File: src/rtl/uart_b_host.sv
// Command-driven initiator for uart_b_dp: turns set-baud / send / receive commands
// into the control, baud and transfer register accesses the datapath expects.
module uart_b_host #(
  parameter int FRAME_BITS    = 10,
  parameter int TX_GUARD_BITS = 12
) (
  input  logic        clk,
  input  logic        rst,
  input  logic        cmd_valid,
  input  logic [1:0]  cmd_op,
  input  logic [19:0] cmd_data,
  output logic        cmd_ready,
  output logic        rsp_valid,
  output logic        rsp_err,
  output logic [7:0]  rsp_data,
  output logic        sel_tr,
  output logic        sel_ctrl,
  output logic        sel_baud,
  output logic        enable,
  output logic [31:0] data_out,
  input  logic [31:0] data_in,
  input  logic        tx_en
);

  typedef enum logic [2:0] {
    IDLE, WR_BAUD, CFG_CTRL, TX_LOAD, TX_WAIT, RX_HOLD, RESP
  } state_e;

  state_e      state_q;
  logic [1:0]  op_q;
  logic [7:0]  byte_q;
  logic [19:0] baud_q;
  logic [6:0]  ctrl_q;
  logic [23:0] cnt_q;
  logic        seen_busy_q;
  logic        cmd_ready_q, rsp_valid_q, rsp_err_q;
  logic [7:0]  rsp_data_q;
  logic        sel_tr_q, sel_ctrl_q, sel_baud_q, enable_q;
  logic [31:0] data_out_q;
  logic [23:0] tx_lim, rx_lim;
  logic        unused_ok;

  // Terminal counts; 24 bits holds 12 * (2^20-1) without overflow.
  assign tx_lim    = 24'(TX_GUARD_BITS) * {4'b0, baud_q} - 24'd1;
  assign rx_lim    = 24'(FRAME_BITS) * {4'b0, baud_q} - 24'd1;
  assign unused_ok = ^data_in[31:8];

  assign cmd_ready = cmd_ready_q;
  assign rsp_valid = rsp_valid_q;
  assign rsp_err   = rsp_err_q;
  assign rsp_data  = rsp_data_q;
  assign sel_tr    = sel_tr_q;
  assign sel_ctrl  = sel_ctrl_q;
  assign sel_baud  = sel_baud_q;
  assign enable    = enable_q;
  assign data_out  = data_out_q;

  always_ff @(posedge clk or posedge rst) begin
    if (rst) begin
      state_q     <= IDLE;
      op_q        <= 2'b00;
      byte_q      <= 8'h00;
      baud_q      <= 20'h0;
      ctrl_q      <= 7'h0;
      cnt_q       <= 24'h0;
      seen_busy_q <= 1'b0;
      cmd_ready_q <= 1'b1;
      rsp_valid_q <= 1'b0;
      rsp_err_q   <= 1'b0;
      rsp_data_q  <= 8'h00;
      sel_tr_q    <= 1'b0;
      sel_ctrl_q  <= 1'b0;
      sel_baud_q  <= 1'b0;
      enable_q    <= 1'b0;
      data_out_q  <= 32'h0;
    end else begin
      // Strobes default low; each branch raises only what the next state drives.
      cmd_ready_q <= 1'b0;
      rsp_valid_q <= 1'b0;
      sel_tr_q    <= 1'b0;
      sel_ctrl_q  <= 1'b0;
      sel_baud_q  <= 1'b0;
      enable_q    <= 1'b0;
      data_out_q  <= 32'h0;
      cnt_q       <= 24'h0;
      case (state_q)
        IDLE: begin
          cmd_ready_q <= 1'b1;
          if (cmd_valid) begin
            cmd_ready_q <= 1'b0;
            op_q        <= cmd_op;
            byte_q      <= cmd_data[7:0];
            if (cmd_op == 2'b11 || (cmd_op != 2'b00 && baud_q == 20'h0)) begin
              state_q     <= RESP;
              rsp_valid_q <= 1'b1;
              rsp_err_q   <= 1'b1;
              rsp_data_q  <= 8'h00;
            end else if (cmd_op == 2'b00) begin
              state_q    <= WR_BAUD;
              enable_q   <= 1'b1;
              sel_baud_q <= 1'b1;
              data_out_q <= {12'b0, cmd_data};
              baud_q     <= cmd_data;
            end else if (cmd_op == 2'b01) begin
              enable_q <= 1'b1;
              if (ctrl_q != 7'd1) begin
                state_q    <= CFG_CTRL;
                sel_ctrl_q <= 1'b1;
                data_out_q <= 32'd1;
                ctrl_q     <= 7'd1;
              end else begin
                state_q    <= TX_LOAD;
                sel_tr_q   <= 1'b1;
                data_out_q <= {24'b0, cmd_data[7:0]};
              end
            end else begin
              enable_q <= 1'b1;
              if (ctrl_q != 7'd2) begin
                state_q    <= CFG_CTRL;
                sel_ctrl_q <= 1'b1;
                data_out_q <= 32'd2;
                ctrl_q     <= 7'd2;
              end else begin
                state_q  <= RX_HOLD;
                sel_tr_q <= 1'b1;
              end
            end
          end
        end
        WR_BAUD: begin
          state_q     <= RESP;
          rsp_valid_q <= 1'b1;
          rsp_err_q   <= 1'b0;
          rsp_data_q  <= 8'h00;
        end
        CFG_CTRL: begin
          enable_q <= 1'b1;
          sel_tr_q <= 1'b1;
          if (op_q == 2'b01) begin
            state_q    <= TX_LOAD;
            data_out_q <= {24'b0, byte_q};
          end else begin
            state_q <= RX_HOLD;
          end
        end
        TX_LOAD: begin
          state_q     <= TX_WAIT;
          seen_busy_q <= 1'b0;
        end
        TX_WAIT: begin
          if (tx_en) seen_busy_q <= 1'b1;
          if (seen_busy_q && !tx_en) begin
            state_q     <= RESP;
            rsp_valid_q <= 1'b1;
            rsp_err_q   <= 1'b0;
            rsp_data_q  <= 8'h00;
          end else if (cnt_q == tx_lim) begin
            state_q     <= RESP;
            rsp_valid_q <= 1'b1;
            rsp_err_q   <= 1'b1;
            rsp_data_q  <= 8'h00;
          end else begin
            cnt_q <= cnt_q + 24'd1;
          end
        end
        RX_HOLD: begin
          if (cnt_q == rx_lim) begin
            state_q     <= RESP;
            rsp_valid_q <= 1'b1;
            rsp_err_q   <= 1'b0;
            rsp_data_q  <= data_in[7:0];
          end else begin
            enable_q <= 1'b1;
            sel_tr_q <= 1'b1;
            cnt_q    <= cnt_q + 24'd1;
          end
        end
        RESP: begin
          state_q     <= IDLE;
          cmd_ready_q <= 1'b1;
        end
        default: state_q <= IDLE;
      endcase
    end
  end

endmodule

File: config.mk
export PLATFORM = sky130hd
export DESIGN_NAME = uart_b_host
export DESIGN_NICKNAME = d
export VERILOG_FILES = /design/src/rtl/uart_b_host.sv
export SDC_FILE = /design/constraint.sdc
export NUM_CORES = 1
export LEC_CHECK = 0
export BUFFER_PORTS_ARGS = -buffer_cell sky130_fd_sc_hd__buf_2
export CAP_MARGIN = 20
export CORE_MARGIN = 2
export CORE_UTILIZATION = 40
export DETAILED_ROUTE_END_ITERATION = 10
export SETUP_SLACK_MARGIN = 0.5
export SYNTH_ARGS = -nofsm -noshare
export SYNTH_HDL_FRONTEND = slang
export SYNTH_SLANG_ARGS = --single-unit
File: constraint.sdc
create_clock -name clk -period 10.2 [get_ports clk]
set_clock_uncertainty 0.2 [all_clocks]
set_input_delay 2.04 -clock clk [delete_from_list [all_inputs] [get_ports clk]]
set_output_delay 2.04 -clock clk [all_outputs]
set_load 0.05 [all_outputs]
== Word level (Yosys, flattened, before mapping) ==
Cells that the tools add are included.
W data, S select, Z words.
Word-level totals
  register bits after elaboration: 112
  bits in latches: 0
  RAM bits: 0
  memory bits (read-only): 0
  input bits: 58
  word-level logic and storage cells: 129
  memories kept: 0
Operators by class
  $add $sub $neg: 3
  multiply operators: 2
  div/mod/pow operators: 0
  order comparisons: 0
  equality and inequality tests: 19
  shift operators: 0
  multiplexer cells: 70
  bitwise logic cells: 2
  reductions and logical operators: 17
Operators by type and width (number)
  $mux W32: 4
  $mux W24: 3
  $pmux W32 S2: 1
  $mux W8: 7
  $eq A24 B24 Y1: 2
  $pmux W24 S2: 1
  $sub A24 B1 Y24 const B: 2
  $mux W1: 33
  $pmux W8 S4: 1
  $mux W3: 9
  $add A24 B1 Y24 const B: 1
  $mul A3 B20 Y23 const A: 1
  $mul A2 B20 Y22 const A: 1
  $mux W7: 3
  $logic_not A20 Y1: 1
  $pmux W3 S6: 1
  $eq A3 B3 Y1 const B: 3
  $ne A2 B2 Y1 const B: 4
  $pmux W1 S4: 2
  $ne A7 B1 Y1 const B: 1
  $ne A7 B2 Y1 const B: 1
  $eq A3 B2 Y1 const B: 2
  $pmux W1 S3: 2
  $reduce_and A6 Y1: 1
  other kinds (19): 26

== Longest topological paths before layout ==
Gate-level depths: netlist of the first run.
  depth in word-level cells: 7
  mapped depth: 19

== Worst setup path before layout of the first run ==
No wires, ideal clock.
  kind: register -> register
  start: register baud_q[1]
  end: register cnt_q[11]
  arrival time: 4601 ps
  path slack: 5277 ps
  cell stages (with the launch flop): 20
  path buffers: 3
  period minus slack after synthesis: 4923 ps
  cell sequence: dfrtp_1 ha_1 ha_1 inv_1 fa_1 nor2b_4 o2111a_2 or4_4 a22oi_4 nand4_4 or3_1 clkbuf_2 or4b_1 a211o_1 nor4_2 o2111a_1 o21a_1 buf_4 buf_2 nor2_1
On the way
  longest elaborated chain between the ends: 6
  elaborated cells between the ends (all ways): 10
  those cells by class: add/sub: 2; mul: 2; eq/ne: 2; mux: 4
Ends and longest elaborated chain
  start, declared: line 32  | logic [19:0] baud_q;
  start signal, assigned: line 103  | baud_q <= cmd_data;
  $mul A2 B20 Y22: line 44  | assign tx_lim = 24'(TX_GUARD_BITS) * {4'b0, baud_q} - 24'd1;
  $sub A24 B1 Y24: line 44
  $eq A24 B24 Y1: line 157  | end else if (cnt_q == tx_lim) begin
  $mux W24: line 157
  $mux W24: line 152  | if (seen_busy_q && !tx_en) begin
  $pmux W24 S2 *: line 86  | case (state_q)
  end signal, assigned: line 163  | cnt_q <= cnt_q + 24'd1;
  end signal, assigned: line 175  | cnt_q <= cnt_q + 24'd1;
  end, declared: line 34  | logic [23:0] cnt_q;
Mark *: on every way between the ends. The rest lies on a longest branch, timed or not.
A chain may end at the register's enable or synchronous reset.

== Worst setup path in the final report of the first run ==
  start: register baud_q[1]
  end: register cnt_q[12]
The elaborated chain is that of the path after synthesis.

==> results of run 1 <==
==> critical path, cell delays in order (launching register included) <==
cell,delay [ns]
dfrtp_1,0.47
ha_1,0.33
ha_1,0.23
inv_1,0.07
fa_1,0.31
nor2b_4,0.06
o2111a_2,0.30
o311ai_4,0.42
a21oi_2,0.10
or3_1,0.43
or3_1,0.48
or4b_1,0.55
a211o_1,0.31
nor4_2,0.22
o2111a_1,0.35
o21a_1,0.42
buf_4,0.36
nor2_1,0.09
==> sequential cells by signal (all words and copies together) (netlist names), 2 cells and up <==
signal	cells
baud_q	20
byte_q	8
cnt_q	24
ctrl_q	2
data_out	20
op_q	2
rsp_data	8
state_q	3
==> placed cells by master, fill, tap and decap left out, types with 29 or more instances in the layout <==
cell type,synthesis,layout
dfrtp_1,94,94
nor2_1,78,78
nand2_1,71,71
ha_1,68,68
buf_2,4,68
xnor2_1,66,66
o21ai_0,51,51
a21oi_1,48,48
inv_1,42,41
nand3_1,34,34
nor3_1,33,32
and3_1,29,29
==> layout make-up <==
cell class	instances	area, um2	share of cell area
Clock inverter	6	62.6	0.00676
Clock buffer	10	239	0.0258
Multi-Input combinational cell	809	5700	0.616
Sequential cell	95	2380	0.257
Timing Repair Buffer	72	370	0.0400
Inverter	43	164	0.0177
Tap cell	275	344	0.0372
==> routing by layer <==
| metal | vias to the layer above | routed length (um) |
|---|---|---|
| met4 | 0 | 200 |
| li1 | 3686 | - |
| met5 | - | 0 |
| met3 | 16 | 693 |
| met2 | 121 | 10100 |
| met1 | 3545 | 9680 |
==> logic make-up after synthesis <==
group,count (synthesis),share of synthesized area
AND/OR/NAND/NOR,360,0.223
AO/OA/AOI/OAI,253,0.211
buffers and inverters,101,0.0523
flip-flops,95,0.281
XOR/XNOR,94,0.101
adder cells (fa/ha/maj),70,0.105
multiplexers,20,0.0257
other,1,0.000442
==> stage by stage <==
step                hold slack, ns  worst slack [ns]  cell area, um2  instances
finish                       0.297              4.34            9260       1310
global route                 0.312              3.92            9260       1310
CTS                          0.299              4.28            9260       1310
detailed placement           0.279              4.29            8960       1294
global placement             0.268              4.34            8960       1294
floorplan                    0.245              5.28            8520       1005
==> worst paths after layout <==
kind | startpoint | cells past startpoint | to
max | baud_q[1] | 17 | cnt_q[12]
min | rsp_data[3] | 1 | rsp_data[3]
max reg2reg | baud_q[1] | 17 | cnt_q[12]
min reg2reg | rsp_data[3] | 1 | rsp_data[3]
max in group asynchronous | rst | 3 | cnt_q[22]
min in group asynchronous | rst | 2 | data_out[7]
==> power by group through the flow <==
stage	logic, uW	clock network (uW)	registers [uW]
after floorplan	21.9	0	385
after global placement	30.3	0	384
after detailed placement	30.6	0	384
after CTS	30.6	350	377
after global routing	33.3	365	377
final	29.8	342	377
==> flow_metrics.tcl, run 1 <==
set metrics [dict create \
    run_status "finished, final reports clean" \
    grt_util_met1 0.261 \
    worstSetupEndpointType "register" \
    gp_congestion 0.879 \
    n_antenna_cell 0 \
    synth_seq_cells 95 \
    io_pins 105 \
    die_w_um 150 \
    grt_use_met3 0.0180 \
    first_global_vias 7051 \
    reg2reg_slack_ns 4.34 \
    p_sw_uw 187 \
    met2_usage 0.328 \
    cts-root-buf "clkbuf_16" \
    power_frac_clock 0.457 \
    synth_flop_cell "dfrtp_1" \
    ys_top_cells_by_count "dfrtp_1 (94), nor2_1 (78), nand2_1 (71)" \
    relSlewSlack 0.317 \
    start_util 0.406 \
    ys_seq_area_frac 0.281 \
    pwr-share-comb 0.040 \
    place_hpwl_mm 16.1 \
    cts_sinks 95 \
    hold_buffers 0 \
    synth.most_common_cell "dfrtp_1" \
    hold_violations 0 \
    slew_viol_final 0 \
    vias_per_cell 5.62 \
    dieArea_um2 22400 \
    drt_iter0_drc 397 \
    rows 53 \
    drc_errors 0 \
    fin_crit_sh 0.574 \
    power_frac_seq 0.503 \
    finalSetupViolations 0 \
    postRouteWirelength_mm 20.7 \
    synthCells 994 \
    drt-wirelength-per-cell_um 15.8 \
    overflow 0 \
    arrival_ns 5.88 \
    crit_type "register to register" \
    numCtsBuffers 9 \
    tightest_slew_ns 1.01 \
    grt_usage 0.191 \
    fin_nets 1158 \
    syn_avg_cell_area_um2 8.53 \
    post_cts_buffers 0 \
    grt_max_degree 53 \
    clk_pin_slew_ns 0.07 \
    yosysWarnings 0 \
    nFillCells 2147 \
    ant_nets 0 \
    rsz0062_at_grt "no" \
    period_minus_slack_ns 5.86 \
    vias 7368 \
    ys_types 89 \
    yosys.area.top_type "dfrtp_1" \
    async_reset_ff_frac 1.00 \
    clockBufferDepth 2 \
    total_power_uw 748 \
    switching_share 0.250 \
    hold_class "register to register" \
    syn2layout_area_growth_pct 9.24 \
    clk_latency_ns 0.35 \
    portBuffers 68 \
    critPathLaunchType "register" \
    die_y_um 150 \
    antenna_found_initial 0 \
    grt_pass1_wl_mm 34.7 \
    ctsHtreeMaxLevel 3 \
    synth_edf_count 0 \
    fmax_mhz 171 \
    final_core_utilization 0.443 \
    leakagePower_uw 0.00435 \
    cp_max_fo 24 \
    vdd_drop_max_mv 0.0752 \
    fin_setup_tns_ns 0 \
    synth_top_area_share 0.278 \
    busiest_layer "met2" \
    drive_gt1_frac 0.128 \
    core_um2 20900 \
    drtPass1Iterations 4 \
    cts_tree "yes" \
    synthesis.area_um2 8480 \
    cts_resized 0 \
    synthTopCellsByArea "dfrtp_1 (28%), ha_1 (10%), xnor2_1 (6.8%)" \
    pwr_density_cell_nw_per_um2 80.8 \
    p_int_uw 561 \
    crit_required_ns 10.22 \
    drv_cap 0 \
]
Power figures use the tool's default switching activity.
==> run 2: changes to the inputs <==
clock period = 5.8 ns   (was 10.2 ns; I/O delays follow)
==> run 2 against run 1 <==
Final area rose by 2.9%; die area unchanged; total power rose by 77%; combinational power is 76% higher; utilization grew 1.3 points; hold slack got worse by 0.0064 ns; clock-buffer cell count is the same.
==> flow_metrics.tcl, run 2 (synthesis gave the netlist of run 1 again) <==
set metrics [dict create \
    overflow 0 \
    drive_gt1_frac 0.169 \
    grt_max_degree 52 \
    portBuffers 68 \
    antenna_found_initial 0 \
    core_um2 20900 \
    layout_common_cells "dfrtp_1 (88), nor2_1 (77), nand2_1 (71)" \
    syn2layout_area_growth_pct 12.4 \
    critical-path-top-delay-family "compound AO/OA/AOI/OAI gates" \
    n_antenna_cell 0 \
    mostFrequentLayoutCell "dfrtp_1" \
    r2r_end "rsp_data[3]" \
    grt_pass1_wl_mm 35.0 \
    crit_chain "ha_1 -> ha_2 -> inv_1 -> fa_2 -> nor2b_4 -> o2111a_2 -> o311ai_4 -> a21oi_2 -> or3_1 -> or3_4 -> or4b_1 -> a211o_1 -> nor4_4 -> o2111a_2 -> o21a_4 -> buf_4 -> a32o_1" \
    start_util 0.406 \
    drt_iter0_drc 414 \
    ctsHtreeMaxLevel 3 \
    gp_congestion 0.887 \
    tightest_slew_ns 0.994 \
    crit_required_ns 5.89 \
    finalSetupViolations 0 \
    fin_nets 1175 \
    layout.cells.non_filler 1327 \
    final_core_utilization 0.456 \
    vias_per_cell 5.64 \
    drc_errors 0 \
    drv_cap 0 \
    rsz0062_at_grt "no" \
    numPlacedInstances 1306 \
    hold_class "register to register" \
    arrival_ns 5.17 \
    rows 53 \
    slew_viol_final 0 \
    fin_setup_tns_ns 0 \
    clockBufferDepth 2 \
    largest_register_ffs 24 \
    worstReg2RegStart "baud_q[3]" \
    postRouteWirelength_mm 21.5 \
    hold_buffers 0 \
    relSlewSlack 0.329 \
    top_register "cnt_q" \
    worstSetupEndpointType "register" \
    cpMostUsedCell "o2111a_2" \
    place_hpwl_mm 16.7 \
    cts_tree "yes" \
    critical_path_depth 17 \
    fin_hold_ws_ns 0.291 \
    path_buf_inv 2 \
    leakagePower_uw 0.00443 \
    ant_nets 0 \
    vias 7485 \
    rr_worst_depth 17 \
    reg2reg_slack_ns 0.71 \
    run_status "finished, final reports clean" \
    hold_violations 0 \
    clk_pin_slew_ns 0.07 \
    die_y_um 150 \
    pwr_density_cell_nw_per_um2 139 \
    clk_latency_ns 0.35 \
    cts-root-buf "clkbuf_16" \
    vdd_drop_max_mv 0.124 \
    period_minus_slack_ns 5.09 \
    crit_type "register to register" \
    crit_start "baud_q[3]" \
    cpPeakStageDelay_ns 0.54 \
    drtPass1Iterations 5 \
    fmax_mhz 197 \
    io_pins 105 \
    first_global_vias 7137 \
    drt-wirelength-per-cell_um 16.2 \
    critPathLaunchType "register" \
    dieArea_um2 22400 \
    numCtsBuffers 9 \
    fin_crit_sh 0.877 \
    cts_sinks 95 \
    grt_usage 0.194 \
    cp_max_fo 6 \
    worstSetupEndpoint "rsp_data[3]" \
    die_w_um 150 \
    slowest_stage "or4b_1" \
]
[run 2: through the flow]
stage          total power [uW]  worst slack, ns  area, um2
6_report                   1320            0.712       9530
5_1_grt                    1360            0.563       9530
4_1_cts                    1340            0.502       9390
3_5_place_dp                729            0.271       9050
3_3_place_gp                729            0.307       9050
2_1_floorplan               716            0.877       8520
[run 2: timing repair]
item / CTS / global route
setup endpoints to repair: 36 / 38
gates cloned: 0 / 1
endpoints found under the hold margin: 0 / 0
pin swaps: 1 / 8
setup buffers: 1 / 3
gates resized for setup: 9 / 31
[run 2: area by class of cell]
| cell class | count | area, um2 |
|---|---|---|
| fillers | 2083 | 11400 |
| clock inverters | 6 | 62.6 |
| well taps | 275 | 344 |
| multi-input cells | 809 | 5820 |
| inverters | 43 | 164 |
| repair buffers | 89 | 514 |
| flip-flops and latches | 95 | 2390 |
| clock buffers | 10 | 239 |
[run 2: per-layer routing]
layer  routed length (um)  GRT usage  vias up
met5                    0          0        -
met4                  393     0.0495        0
met3                  673     0.0213       25
met2                10300      0.330      142
met1                10200      0.264     3601
li1                     -          -     3717
[run 2: worst min-delay path by stage]
| stage | startpoint | end | slack, ns | depth (start not counted) |
|---|---|---|---|---|
| after floorplan | byte_q[0] | data_out[0] | 0.24 | 2 |
| after global placement | rsp_data[3] | rsp_data[3] | 0.27 | 1 |
| after detailed placement | rsp_err | rsp_err | 0.27 | 1 |
| after CTS | rsp_data[7] | rsp_data[7] | 0.29 | 1 |
| after global routing | rsp_data[7] | rsp_data[7] | 0.31 | 1 |
| final | rsp_data[7] | rsp_data[7] | 0.29 | 1 |
[run 2: worst reg2reg max path: cells and delay by family (launching register included)]
family	cells	cell delay, ns
simple gates	5	1.62
buf+inv	2	0.24
fa+ha+maj	3	0.76
flops	1	0.46
compound gates	7	1.76
[run 2: power by group]
part	switching (uW)	internal [uW]	total, uW
combinational	41.7	10.8	52.5
sequential	0.283	662	662
clock	292	315	607
total	334	987	1320
==> run 3: changes to the inputs <==
BUFFER_PORTS_ARGS = default   (was -buffer_cell sky130_fd_sc_hd__buf_2)
CELL_PAD_IN_SITES_DETAIL_PLACEMENT = 1   (was default)
CELL_PAD_IN_SITES_GLOBAL_PLACEMENT = 1   (was default)
DONT_BUFFER_PORTS = 1   (was default)
PLACE_DENSITY_LB_ADDON = 0.1   (was default)
RECOVER_POWER = 50   (was default)
==> run 3 against run 2 <==
Highest routed layer unchanged; via count decreased by 2.9%; sequential power about the same; global-route usage is 2.7 points higher; hold slack lost 0.00065 ns; wire length rose by 12%; clock-buffer cell count unchanged; register-to-register slack worse by 0.03 ns; final cell count down 4.7%; the flow now finishes with violations (max-capacitance violations, max-slew violations); clock power about the same.
==> flow_metrics.tcl, run 3 (synthesis gave the netlist of run 1 again) <==
set metrics [dict create \
    run_status "complete, but fails checks" \
    violations "max-capacitance violations, max-slew violations" \
    crit_chain "ha_1 -> ha_1 -> and3_4 -> and2_4 -> o21a_1 -> o211a_1 -> or3_4 -> or4b_1 -> o21a_1 -> or4_1 -> nand3_1 -> o2111a_2 -> buf_4 -> o21bai_4 -> a32o_1" \
    fin_crit_sh 0.883 \
    slew_viol_final 43 \
    numCtsBuffers 9 \
    core_um2 20900 \
    vdd_drop_max_mv 0.129 \
    layout_common_cells "dfrtp_1 (88), nor2_1 (77), nand2_1 (71)" \
    hold_class "register to register" \
    holdCritStartpoint "byte_q[0]" \
    critical-path-top-delay-family "simple AND/OR/NAND/NOR gates" \
    postRouteWirelength_mm 24.1 \
    start_util 0.406 \
    cpPeakStageDelay_ns 0.64 \
    first_global_vias 7272 \
    rsz0062_at_grt "no" \
    critPathLaunchType "register" \
    overflow 0 \
    worstSetupEndpointType "register" \
    antenna_found_initial 0 \
    layout.cells.non_filler 1264 \
    crit_start "baud_q[9]" \
    total_power_uw 1310 \
    mostFrequentLayoutCell "dfrtp_1" \
    ctsHtreeMaxLevel 3 \
    die_w_um 150 \
    ant_nets 0 \
    slowest_stage "or4b_1" \
    relSlewSlack -0.306 \
    clockBufferDepth 2 \
    crit_type "register to register" \
    vias_per_cell 5.75 \
    hold_violations 0 \
    fmax_mhz 195 \
    numPlacedInstances 1242 \
    final_core_utilization 0.442 \
    clk_latency_ns 0.35 \
    arrival_ns 5.16 \
    fin_hold_ws_ns 0.290 \
    grt_usage 0.221 \
    io_pins 105 \
    drc_errors 0 \
    vias 7271 \
    period_minus_slack_ns 5.12 \
    cp_max_fo 10 \
    cts_tree "yes" \
    largest_register_ffs 24 \
    place_hpwl_mm 18.8 \
    gp_congestion 0.820 \
    dieArea_um2 22400 \
    leakagePower_uw 0.00412 \
    finalSetupViolations 0 \
    path_buf_inv 1 \
    fin_nets 1112 \
    syn2layout_area_growth_pct 8.81 \
    worstReg2RegStart "baud_q[9]" \
    clk_pin_slew_ns 0.07 \
    drv_cap 1 \
    grt_pass1_wl_mm 39.3 \
    rows 53 \
    n_antenna_cell 0 \
    drt_iter0_drc 334 \
    grt_max_degree 55 \
    top_register "cnt_q" \
    drtPass1Iterations 4 \
    fin_setup_tns_ns 0 \
    die_y_um 150 \
    cts-root-buf "clkbuf_16" \
    pwr_density_cell_nw_per_um2 142 \
    drive_gt1_frac 0.118 \
    drt-wirelength-per-cell_um 19.1 \
    portBuffers 0 \
    tightest_slew_ns 1.95 \
    cts_sinks 95 \
    crit_required_ns 5.84 \
]
-- run 3: cell type report --
cell class / count / area, um2
fillers: 2460 / 11700
multi-input cells: 809 / 5830
flip-flops and latches: 95 / 2390
well taps: 275 / 344
clock buffers: 10 / 239
repair buffers: 26 / 205
inverters: 43 / 163
clock inverters: 6 / 57.6
-- run 3: what timing repair did --
item | 4_1_cts | 5_1_grt
endpoints found under the setup margin | 38 | 38
resized for setup | 16 | 24
pin swaps | 3 | 8
hold buffers | 0 | 0
setup buffers | 4 | 2
-- run 3: layer usage --
metal | up-vias | global-route usage | routed length (um)
met5 | - | 0 | 0
met4 | 0 | 0.0481 | 374
met3 | 18 | 0.0299 | 483
met2 | 77 | 0.355 | 11300
met1 | 3590 | 0.316 | 12000
li1 | 3586 | - | -
-- run 3: path summary, 6_finish.rpt --
check / end / slack (ns) / depth (start not counted)
min reg2reg: data_out[0] / 0.29 / 2
max in group asynchronous: baud_q[8] / 2.28 / 2
max reg2reg: rsp_data[1] / 0.68 / 15
max: rsp_data[1] / 0.68 / 15
min in group asynchronous: baud_q[6] / 0.97 / 1
min: data_out[0] / 0.29 / 2
-- run 3: stage by stage --
step,setup slack (ns),instance area (um2)
after detailed placement,0.176,8750
after global placement,0.325,8750
after CTS,0.502,9130
final,0.677,9220
after floorplan,0.877,8520
after global routing,0.522,9220
-- run 3: report_power, final --
part	internal (uW)	total [uW]	switching [uW]
sequential	662	664	2.06
clock	314	605	291
combinational	2.92	36.4	33.5
total	979	1310	327
-- run 3: worst register-to-register path, stage by stage, from the launching register on --
cell and delay (ns):
dfrtp_2 0.49, ha_1 0.30, ha_1 0.44, and3_4 0.27, and2_4 0.18, o21a_1 0.16, o211a_1 0.32, or3_4 0.44
or4b_1 0.64, o21a_1 0.23, or4_1 0.50, nand3_1 0.12, o2111a_2 0.26, buf_4 0.14, o21bai_4 0.10, a32o_1 0.23
